--- config.mk ---
export PLATFORM = sky130hd
export DESIGN_NAME = mac3_stream
export DESIGN_NICKNAME = d
export VERILOG_FILES = /design/src/rtl/mac3_stream.sv
export SDC_FILE = /design/constraint.sdc
export NUM_CORES = 2
export LEC_CHECK = 0
export BUFFER_PORTS_ARGS = -buffer_cell sky130_fd_sc_hd__buf_4
export CORE_ASPECT_RATIO = 1.75
export CORE_UTILIZATION = 61
export CTS_BUF_LIST = sky130_fd_sc_hd__clkbuf_2 sky130_fd_sc_hd__clkbuf_4 sky130_fd_sc_hd__clkbuf_8
export DETAILED_ROUTE_END_ITERATION = 7
export PLACE_DENSITY = 0.91
export RECOVER_POWER = 25
export SLEW_MARGIN = 10
export SYNTH_ARGS = -nofsm -noshare
export SYNTH_HDL_FRONTEND = slang
export SYNTH_SLANG_ARGS = --single-unit
--- constraint.sdc ---
create_clock -name clk -period 9.64 [get_ports clk]
set_clock_uncertainty 0.05 [all_clocks]
set_input_delay 1.446 -clock clk [delete_from_list [all_inputs] [get_ports clk]]
set_output_delay 1.446 -clock clk [all_outputs]
set_load 0.005 [all_outputs]
--- src/rtl/mac3_stream.sv ---
// Streaming three-operand arithmetic unit: a sliding window of valid words feeds
// a*b+c / a+b+c / a*b-c / a*b into a LAT-deep pipeline with optional saturation.
module mac3_stream #(
  parameter int unsigned W     = 32,
  parameter int unsigned OUT_W = 32,
  parameter int unsigned LAT   = 1,
  parameter bit          SAT   = 1'b0
) (
  input  logic             clk,
  input  logic             rst,
  input  logic             clr,
  input  logic             validi,
  input  logic [W-1:0]     data_in,
  input  logic [1:0]       mode,
  output logic             valido,
  output logic [OUT_W-1:0] data_out,
  output logic             ovf
);

  localparam int unsigned XW = 2*W + 1;

  typedef enum logic [1:0] {FILL0, FILL1, RUN} state_t;

  state_t         state;
  logic [W-1:0]   a, b;
  logic           launch;
  logic [XW-1:0]  ea, eb, ec, prod, exact;
  logic           fin_v;
  logic [XW-1:0]  fin_x;
  logic           neg, hi;
  logic [OUT_W-1:0] res_d;

  assign launch = (state == RUN) && validi && !clr;

  // Exact result in XW bits; mode 2 underflow shows up as a set MSB.
  always_comb begin
    ea    = XW'(a);
    eb    = XW'(b);
    ec    = XW'(data_in);
    prod  = ea * eb;
    exact = prod;
    case (mode)
      2'd0:    exact = prod + ec;
      2'd1:    exact = ea + eb + ec;
      2'd2:    exact = prod - ec;
      default: exact = prod;
    endcase
  end

  always_ff @(posedge clk or posedge rst) begin
    if (rst) begin
      state <= FILL0;
      a     <= '0;
      b     <= '0;
    end else if (clr) begin
      state <= FILL0;
    end else begin
      case (state)
        FILL0: if (validi) begin
          a     <= data_in;
          state <= FILL1;
        end
        FILL1: if (validi) begin
          b     <= data_in;
          state <= RUN;
        end else begin
          state <= FILL0;
        end
        RUN: if (validi) begin
          a <= b;
          b <= data_in;
        end else begin
          state <= FILL0;
        end
        default: state <= FILL0;
      endcase
    end
  end

  // LAT-1 carry stages between launch and the output register.
  generate
    if (LAT == 1) begin : g_direct
      assign fin_v = launch;
      assign fin_x = exact;
    end else begin : g_pipe
      logic          sv [LAT-1];
      logic [XW-1:0] sx [LAT-1];

      always_ff @(posedge clk or posedge rst) begin
        if (rst) begin
          for (int unsigned i = 0; i < LAT-1; i++) begin
            sv[i] <= 1'b0;
            sx[i] <= '0;
          end
        end else if (clr) begin
          for (int unsigned i = 0; i < LAT-1; i++) sv[i] <= 1'b0;
        end else begin
          sv[0] <= launch;
          sx[0] <= exact;
          for (int unsigned i = 1; i < LAT-1; i++) begin
            sv[i] <= sv[i-1];
            sx[i] <= sx[i-1];
          end
        end
      end

      assign fin_v = sv[LAT-2];
      assign fin_x = sx[LAT-2];
    end
  endgenerate

  always_comb begin
    neg = fin_x[XW-1];
    hi  = |(fin_x >> OUT_W);
    if (SAT && neg)     res_d = '0;
    else if (SAT && hi) res_d = '1;
    else                res_d = fin_x[OUT_W-1:0];
  end

  always_ff @(posedge clk or posedge rst) begin
    if (rst) begin
      valido   <= 1'b0;
      data_out <= '0;
      ovf      <= 1'b0;
    end else if (clr) begin
      valido <= 1'b0;
    end else begin
      valido <= fin_v;
      if (fin_v) begin
        data_out <= res_d;
        ovf      <= neg | hi;
      end
    end
  end

endmodule

==> run metrics <==
row cnt=between 100 and 150; H-tree depth reported by CTS=3; Final #Nets=7066; status=finished with violations; slew at the pin closest to its max-slew limit=2.88 ns; WL per Instance=24.8 µm; Bufs on Longest Clock Path=2; Synth top area share=slightly above 40%; crit-path most repeated cell=fa_1; R2R cell count=40; grt ovf=0; Total GRT Usage=around 45%; Synth async-reset ratio=100%; Post-Layout Cell Count=around 6600; Setup violations, final=1; Hold Path Cell Cnt=2; Synth Cell Area=45000 µm²; mean area per synthesized cell=8.74 µm²; post-layout min period=around 11 ns; Clk Latency, worst-skew pair=between 0.4 and 0.5 ns; failing checks=design-rule violations, max-capacitance violations, max-slew violations, negative setup slack; CTS Buf Count=9; Pre-antenna DRT Iters=8; CP arrival=roughly 12 ns; Seq/Total Area, Yosys=under 10%; Final GP Congestion=1.03; most frequent cell after synthesis=inv_1; drc violations=5; warnings from Yosys=0; largest cells by area after synthesis=fa_1, ha_1, inv_1; CP Data Required Time=a little under 10 ns; Area after DPL=between 50000 and 60000 µm²; Hold-fix buffers, CTS=0; setup TNS=-1.68 ns; Initial Utilization=around three fifths; CP max FO=15; initial antenna violation count=10; post-route setup slack=-1.68 ns; die area=74900 µm²; Ports=72; global-route wire length before repair=around 260000 µm; area grow syn2layout=16.3%; Post-synth EDFFs=0; post-route cell area=approximately 52000 µm²; area leader, netlist=fa_1; via count=about 43000; share of layout cells above drive strength 1=roughly 17%; achievable clock frequency=approximately 88 MHz; post-synthesis net count=~6500; overall routed net length=~160000 µm; Synth Flop Type=dfrtp_1; CTS tree=done; Rel. slew slack=-92.2%; critical path class=flop to flop; height of the die=between 300 and 400 µm; Floorplan Core Area=approximately 73000 µm²; total of max-cap violations=3; max-slew violations=123; Post-Syn Instances=5150; max incr delay on CP=around 0.67 ns; min-delay worst type=flop to flop; commonest cells in the netlist=inv_1, fa_1, nand2_1, and2_1, ha_1; Netlist cell types=86; critical path endpoint category=flop; slowest CP cell=fa_1; largest net degree at the start of global routing=65; clock sink count=100; Tcrit/Tclk final=117%; Final Hold Fails=0; vias in the first global route=around 48000; dpl cells=about 6600; Final ANT Viol Nets=0; utilization after layout=71.8%; CP startpoint kind=flop; RSZ-0062 raised after global routing=yes; root buffer cell=clkbuf_8; DR vias/cell=roughly 6.4; Seq cells post-synth=100; Clock Pin Slew Worst Setup and Hold Paths=0.14 ns; IO Port Bufs=between 70 and 80; Starting DRT DRC Count=a little under 5000; Die X=207 µm; Detail Placement HPWL=127000 µm
[per-stage QoR]
step	hold WS, ns	worst slack, ns
floorplan	0.413	-0.446
global placement	0.406	-1.37
detailed placement	0.421	-1.54
CTS	0.448	-1.32
global route	0.478	-1.95
finish	0.443	-1.68
[cells by family (layout without fill, tap and decap cells)]
| group | Yosys count | after routing | synth area share, % |
|---|---|---|---|
| simple gates | 1584 | 1584 | 17.5 |
| fa+ha+maj | 1325 | 1325 | 52.3 |
| buf+inv | 1249 | 1807 | 10.4 |
| compound gates | 652 | 652 | 9.11 |
| xor+xnor | 167 | 167 | 3.36 |
| flops | 100 | 100 | 5.56 |
| mux | 73 | 73 | 1.71 |
| other cells | 0 | 8 | 0 |
[cell usage in the layout (no fill, tap or decap), types with 29 or more instances in the layout]
| master | netlist | routed |
|---|---|---|
| a21o_1 | 71 | 71 |
| a21oi_1 | 185 | 175 |
| and2_1 | 535 | 532 |
| buf_12 | 0 | 38 |
| buf_4 | 0 | 769 |
| dfrtp_1 | 100 | 86 |
| fa_1 | 930 | 918 |
| ha_1 | 395 | 387 |
| inv_1 | 972 | 968 |
| mux2_2 | 33 | 33 |
| mux2i_1 | 40 | 40 |
| nand2_1 | 665 | 664 |
| nand3_1 | 43 | 41 |
| nand4_1 | 39 | 39 |
| nor2_1 | 142 | 141 |
| nor3_1 | 31 | 29 |
| o21ai_0 | 176 | 166 |
| xnor2_1 | 101 | 99 |
| xor2_1 | 62 | 60 |
[layer usage]
metal / up-vias / wire length, µm / global-route usage, %
li1: 17000 / - / -
met1: 20100 / 49300 / 46.4
met4: 10 / 18400 / 40.1
met5: - / 175 / 1.30
met2: 3820 / 76100 / 72.4
met3: 1713 / 20800 / 15.4
[final cells by class]
type	count	area, µm²
clock buffers	10	131
flip-flops and latches	100	2520
fillers	4360	20600
inverters	975	3670
well taps	931	1160
repair buffers	816	6590
diodes	8	20.0
multi-input cells	3801	38200
clock inverters	6	46.3
[worst max-delay path, delay by kind of cell (launching register included)]
| family | cells | cell delay [ns] |
|---|---|---|
| adder cells (fa/ha/maj) | 10 | 4.87 |
| AO/OA/AOI/OAI | 14 | 2.97 |
| buffers and inverters | 7 | 1.03 |
| AND/OR/NAND/NOR | 8 | 1.64 |
| flip-flops | 1 | 0.45 |
| XOR/XNOR | 1 | 0.18 |
[flip-flops by register name, summed over array words and instances (netlist names)]
signal,cells
a,32
b,32
data_out,32
ovf,1
state,2
valido,1
[path summary, 6_finish.rpt]
kind	end	start	slack, ns
worst max-delay path	ovf	b[6]	-1.68
worst min-delay path	data_out[3]	data_out[3]	0.44
worst max register to register	ovf	b[6]	-1.68
worst min register to register	data_out[3]	data_out[3]	0.44
max in group asynchronous	b[17]	rst	6.21
min in group asynchronous	data_out[4]	rst	1.56
[what timing repair did]
action | CTS | global route
endpoints found under the setup margin | 1 | 11
gates resized for setup | 31 | 50
hold endpoints to repair | 0 | 0
gates cloned | 0 | 0
buffers inserted | 17 | 9
pin swaps | 12 | 26
Power is left out: the tool's default activity adds up to more than one toggle a clock period on the data nets, which glitch-free logic cannot reach.
